===== src/rtl/shift_pkg.sv =====
// Shared encodings for the universal shift register: manual modes, FSM states, transfer direction.
// Latency: n/a (types and constants only).
// Backpressure: n/a.
package shift_pkg;

    // Manual operation codes on the mode port; codes 6 and 7 are reserved and behave as HOLD.
    localparam logic [2:0] MODE_HOLD = 3'd0;
    localparam logic [2:0] MODE_LOAD = 3'd1;
    localparam logic [2:0] MODE_SHL  = 3'd2;
    localparam logic [2:0] MODE_SHR  = 3'd3;
    localparam logic [2:0] MODE_ROL  = 3'd4;
    localparam logic [2:0] MODE_ROR  = 3'd5;

    typedef enum logic [1:0] {
        ST_IDLE  = 2'd0,
        ST_SHIFT = 2'd1,
        ST_DONE  = 2'd2
    } state_e;

    // Automatic transfer direction, sampled together with start.
    localparam logic DIR_LEFT  = 1'b0;
    localparam logic DIR_RIGHT = 1'b1;

    // Bits needed to count shift positions 0..w-1; never less than one bit.
    function automatic int cnt_bits(input int w);
        return (w > 1) ? $clog2(w) : 1;
    endfunction

endpackage


===== src/rtl/shift_bit_counter.sv =====
// Shift-position counter for automatic transfers; tc flags the last position (WIDTH-1).
// Latency: count updates on each falling clk edge; tc is combinational from the count.
// Backpressure: none; saturates at WIDTH-1 instead of wrapping.
//
// Ports: clk (falling-edge), reset (async active-low), clr (sync clear, wins over en),
//        en (advance one position), tc (count == WIDTH-1).
module shift_bit_counter
    import shift_pkg::*;
#(
    parameter int WIDTH = 8
) (
    input  logic clk,
    input  logic reset,
    input  logic clr,
    input  logic en,
    output logic tc
);

    localparam int CW = cnt_bits(WIDTH);
    localparam logic [CW-1:0] LAST = CW'(WIDTH - 1);

    logic [CW-1:0] cnt;

    assign tc = (cnt == LAST);

    always_ff @(negedge clk or negedge reset) begin
        if (!reset) begin
            cnt <= '0;
        end else if (clr) begin
            cnt <= '0;
        end else if (en && !tc) begin
            cnt <= cnt + 1'b1;
        end
    end

endmodule


===== src/rtl/univ_shift_reg.sv =====
// Universal shift register: manual hold/load/shift/rotate plus an automatic WIDTH-bit transfer FSM.
// Latency: one falling clk edge per operation; a transfer takes 1 load edge + WIDTH shift edges + 1 done edge.
// Backpressure: none; start and mode are ignored while busy or done (no queuing of requests).
//
// Ports: clk (all state on falling edge), reset (async active-low), mode (manual op), pi (parallel data),
//        sil/sir (serial fill for left/right shifts), start/dir (launch transfer, dir 0 left / 1 right),
//        po (register contents), so_l/so_r (po MSB/LSB), busy (in SHIFT), done (one-cycle completion pulse).
// Build option: define SHIFT_ROTATE_EN to enable ROL/ROR; otherwise those codes hold.
module univ_shift_reg
    import shift_pkg::*;
#(
    parameter int WIDTH = 8
) (
    input  logic             clk,
    input  logic             reset,
    input  logic [2:0]       mode,
    input  logic [WIDTH-1:0] pi,
    input  logic             sil,
    input  logic             sir,
    input  logic             start,
    input  logic             dir,
    output logic [WIDTH-1:0] po,
    output logic             so_l,
    output logic             so_r,
    output logic             busy,
    output logic             done
);

    state_e           state;
    logic             dir_q;
    logic             tc;
    logic [WIDTH-1:0] po_shl;
    logic [WIDTH-1:0] po_shr;
    logic [WIDTH-1:0] po_manual;

    assign so_l = po[WIDTH-1];
    assign so_r = po[0];

    assign po_shl = {po[WIDTH-2:0], sil};
    assign po_shr = {sir, po[WIDTH-1:1]};

    // Next value for the manual (IDLE, no start) path.
    always_comb begin
        po_manual = po;
        case (mode)
            MODE_LOAD: po_manual = pi;
            MODE_SHL:  po_manual = po_shl;
            MODE_SHR:  po_manual = po_shr;
`ifdef SHIFT_ROTATE_EN
            MODE_ROL:  po_manual = {po[WIDTH-2:0], po[WIDTH-1]};
            MODE_ROR:  po_manual = {po[0], po[WIDTH-1:1]};
`endif
            default:   po_manual = po;
        endcase
    end

    // The counter is cleared on the load edge and advances on each shift edge, so tc marks the
    // WIDTH-th shift: exactly WIDTH shift edges happen before the FSM leaves SHIFT.
    shift_bit_counter #(
        .WIDTH (WIDTH)
    ) u_cnt (
        .clk   (clk),
        .reset (reset),
        .clr   ((state == ST_IDLE) && start),
        .en    (state == ST_SHIFT),
        .tc    (tc)
    );

    always_ff @(negedge clk or negedge reset) begin
        if (!reset) begin
            po    <= '0;
            state <= ST_IDLE;
            dir_q <= DIR_LEFT;
            busy  <= 1'b0;
            done  <= 1'b0;
        end else begin
            case (state)
                ST_IDLE: begin
                    done <= 1'b0;
                    if (start) begin
                        po    <= pi;
                        dir_q <= dir;
                        busy  <= 1'b1;
                        state <= ST_SHIFT;
                    end else begin
                        po <= po_manual;
                    end
                end
                ST_SHIFT: begin
                    po <= (dir_q == DIR_RIGHT) ? po_shr : po_shl;
                    if (tc) begin
                        busy  <= 1'b0;
                        done  <= 1'b1;
                        state <= ST_DONE;
                    end
                end
                ST_DONE: begin
                    done  <= 1'b0;
                    state <= ST_IDLE;
                end
                default: begin
                    busy  <= 1'b0;
                    done  <= 1'b0;
                    state <= ST_IDLE;
                end
            endcase
        end
    end

endmodule


===== config.mk =====
export PLATFORM = sky130hd
export DESIGN_NAME = univ_shift_reg
export DESIGN_NICKNAME = d
export VERILOG_FILES = /design/src/rtl/shift_pkg.sv /design/src/rtl/shift_bit_counter.sv /design/src/rtl/univ_shift_reg.sv
export SDC_FILE = /design/constraint.sdc
export NUM_CORES = 1
export LEC_CHECK = 0
export BUFFER_PORTS_ARGS = -buffer_cell sky130_fd_sc_hd__buf_2
export CORE_ASPECT_RATIO = 0.9
export CORE_MARGIN = 2
export CORE_UTILIZATION = 30
export CTS_CLUSTER_DIAMETER = 200
export DETAILED_ROUTE_END_ITERATION = 16
export PLACE_DENSITY = 0.49
export SYNTH_ARGS = -nofsm -noshare
export SYNTH_HDL_FRONTEND = slang
export SYNTH_SLANG_ARGS = --single-unit

===== constraint.sdc =====
create_clock -name clk -period 1.9 [get_ports clk]
set_clock_uncertainty 0.05 [all_clocks]
set_input_delay 0.475 -clock clk [delete_from_list [all_inputs] [get_ports clk]]
set_output_delay 0.475 -clock clk [all_outputs]
set_load 0.03 [all_outputs]

==> out/summary.txt <==
CTS tree: done
Worst r2r src: u_cnt.cnt[1]$_DFFE_NN0P_
Via Count: 994
Cts bufs inserted: 3
Worst Max-Slew Pin Slew: 0.5355 ns
Chip height: 58.97 um
Fin. Hold Viols: 0
Row Count: 19
Slowest stage delay, CP: 0.45 ns
Unique masters post-synth: 24
Fin. max-slew vios: 0
Largest net degree at the start of global routing: 18
HP Start: done$_DFFE_NN0P_
Yosys warning count: 0
Detail Route Antenna Nets: 0
Worst-Skew Late Latency: 0.26 ns
RSZ-0062 raised after global routing: true
DIE WIDTH: 65.08 um
Slew margin rel.: 64.30%
Share of layout cells above drive strength 1: 54.30%
# nets final: 172
Dpl ws: -0.7339 ns
Crit path launch type: flip-flop
Initial core utilization: 32.10%
DP Area: 1345 um^2
Syn Nets: 125
Critical R2R Capture: u_cnt.cnt[0]$_DFFE_NN0P_
Gr ovfl total: 0
Max VDD drop: 0.0006971 V
Initial DRC Count: 22
Max-cap violations: 0
Crit Path Class: reg2out
Synthesized area per cell: 9.502 um^2
I/O Pins: 29
Vias in the first global route: 955
DR WL/cell: 14.01 um
Hold Path Stages: 2
Initial antenna violation count: 0
Core Area: 3138 um^2
Top_reg_cell synth: dfrtn_1
Arr. time, crit path: 1.81 ns
N_diodes: 0
Element type at the critical path end: output pin
Clock root cell: clkbuf_8
Clock sink total: 16
R2R depth: 5
Commonest non-fill, non-tap cells in the layout: buf_4, dfrtn_1, buf_2
Type of the most critical hold path: reg2reg
Slowest cell on crit path: dfrtn_1
Overall power: 2791 uW
Die area: 3837 um^2
Drt pass-1 iters: 4
Clock transition at the registers of the reported paths: 0.05 ns
Syn Std Cell Area: 1007 um^2
CTS HTree Levels: 1
Post-route design area: 1618 um^2
Critical path required time: 1.37 ns
IO Port Bufs: 28
Area growth, synth to finish: 60.62%
#FFs+latches synth: 16
DRC viols: 0
Commonest non-fill, non-tap cell in the layout: buf_4
Failing checks: setup timing
First-pass GRT wire length: 4.512 mm
Gpl congestion: 0.7798
Clock Path Buffers: 2
Final number of setup-violating endpoints: 25
Critical path fanouts, max: 3
PwrDens: 1725 nW/um^2
Final worst setup slack: -0.4321 ns
Via-to-Cell Ratio: 5.150
All-Layer GR Usage: 15.09%
Leakage Power: 0.0007125 uW
Asr flop ratio synth: 100.0%
Cell breakdown of the critical path: buf_6
Crit-path leading delay family: flip-flops
Worst reg-to-reg setup slack: 0.26 ns
Number of buffers and inverters on the critical path: 1
Status: complete, but fails checks
Sequential element share of the synthesized area: 39.75%
EDFF count, synth: 0
Dpl hpwl: 1.843 mm
Mapped Cells: 106
Routed Wire Length: 2.704 mm
WHS Endpoint: done$_DFFE_NN0P_
Hold Buf Count CTS: 0
-- metrics by stage --
stage / setup TNS, ns / utilization [%] / hold slack (ns) / std cells
after global placement: -9.860 / 42.86 / 0.3928 / 185
after detailed placement: -10.09 / 42.86 / 0.3980 / 185
final: -8.261 / 51.55 / 0.4178 / 193
after global routing: -9.012 / 51.55 / 0.4549 / 193
after floorplan: -7.199 / - / 0.3745 / 106
after CTS: -8.357 / 49.52 / 0.4261 / 191
-- state kept, by name, indices dropped and copies added, names as in the netlist --
signal and flops:
state 2, done 1, u_cnt.cnt 3, dir_q 1, busy 1, po 8
-- worst max-delay path by stage --
stage | end | start | slack (ns) | cells after the start
floorplan | po[6]$_DFFE_NN0P_ | mode[2] | -0.58 | 6
global placement | po[4]$_DFFE_NN0P_ | mode[2] | -0.72 | 6
finish | po[0] | po[0]$_DFFE_NN0P_ | -0.43 | 1
global route | po[0] | po[0]$_DFFE_NN0P_ | -0.46 | 1
detailed placement | po[0]$_DFFE_NN0P_ | mode[2] | -0.73 | 6
CTS | so_l | po[7]$_DFFE_NN0P_ | -0.44 | 1
-- logic make-up (layout without fill, tap and decap cells) --
kind of cell | after synthesis | in the layout | share of synthesized area [%]
simple gates | 25 | 25 | 12.55
buf+inv | 11 | 56 | 6.584
fa+ha+maj | 2 | 2 | 2.484
mux | 10 | 10 | 10.19
compound gates | 42 | 42 | 28.45
flops | 16 | 16 | 39.75
-- power by group --
group | leakage, uW | internal, uW | switching [uW] | total [uW]
registers | 0.000191 | 524 | 189 | 713
clock network | 0.0000216 | 140 | 116 | 257
logic | 0.000500 | 931 | 891 | 1820
total | 0.000713 | 1590 | 1200 | 2790
-- cells in the mapped netlist, drive strengths merged, types with 2 or more instances --
cell	n	share of area, %
a21oi	10	5.0
inv	2	0.75
mux2i	8	8.0
a22o	5	4.3
nor2b	10	6.2
buf	7	5.1
dfrtn	16	40
nor2	5	1.9
ha	2	2.5
clkbuf	2	0.75
mux2	2	2.2
o31ai	8	7.0
nand2	8	3.0
o21ai	8	4.0
a211oi	8	6.0
-- area by class of cell --
| class | count | area, um^2 |
|---|---|---|
| Tap cell | 42 | 52.55 |
| Clock buffer | 3 | 41.29 |
| Timing Repair Buffer | 51 | 442.9 |
| Inverter | 2 | 7.507 |
| Sequential cell | 16 | 400.4 |
| Fill cell | 305 | 1520 |
| Multi-Input combinational cell | 79 | 673.1 |
-- repair_timing --
action                                  4_1_cts  5_1_grt
endpoints found under the setup margin       26       25
cloned                                        1        0
setup buffers                                 2        2
pin swaps                                     4        0
gates resized for setup                      37        9
-- metal layers --
layer | share of wire, % | GRT usage (%) | vias to the layer above
met2 | 45 | 23.12 | 23
met1 | 50 | 22.29 | 486
li1 | - | - | 483
met4 | 0.37 | 1.786 | 0
met3 | 4.6 | 3.802 | 2
met5 | 0 | 0 | -
Power figures use the tool's default switching activity.
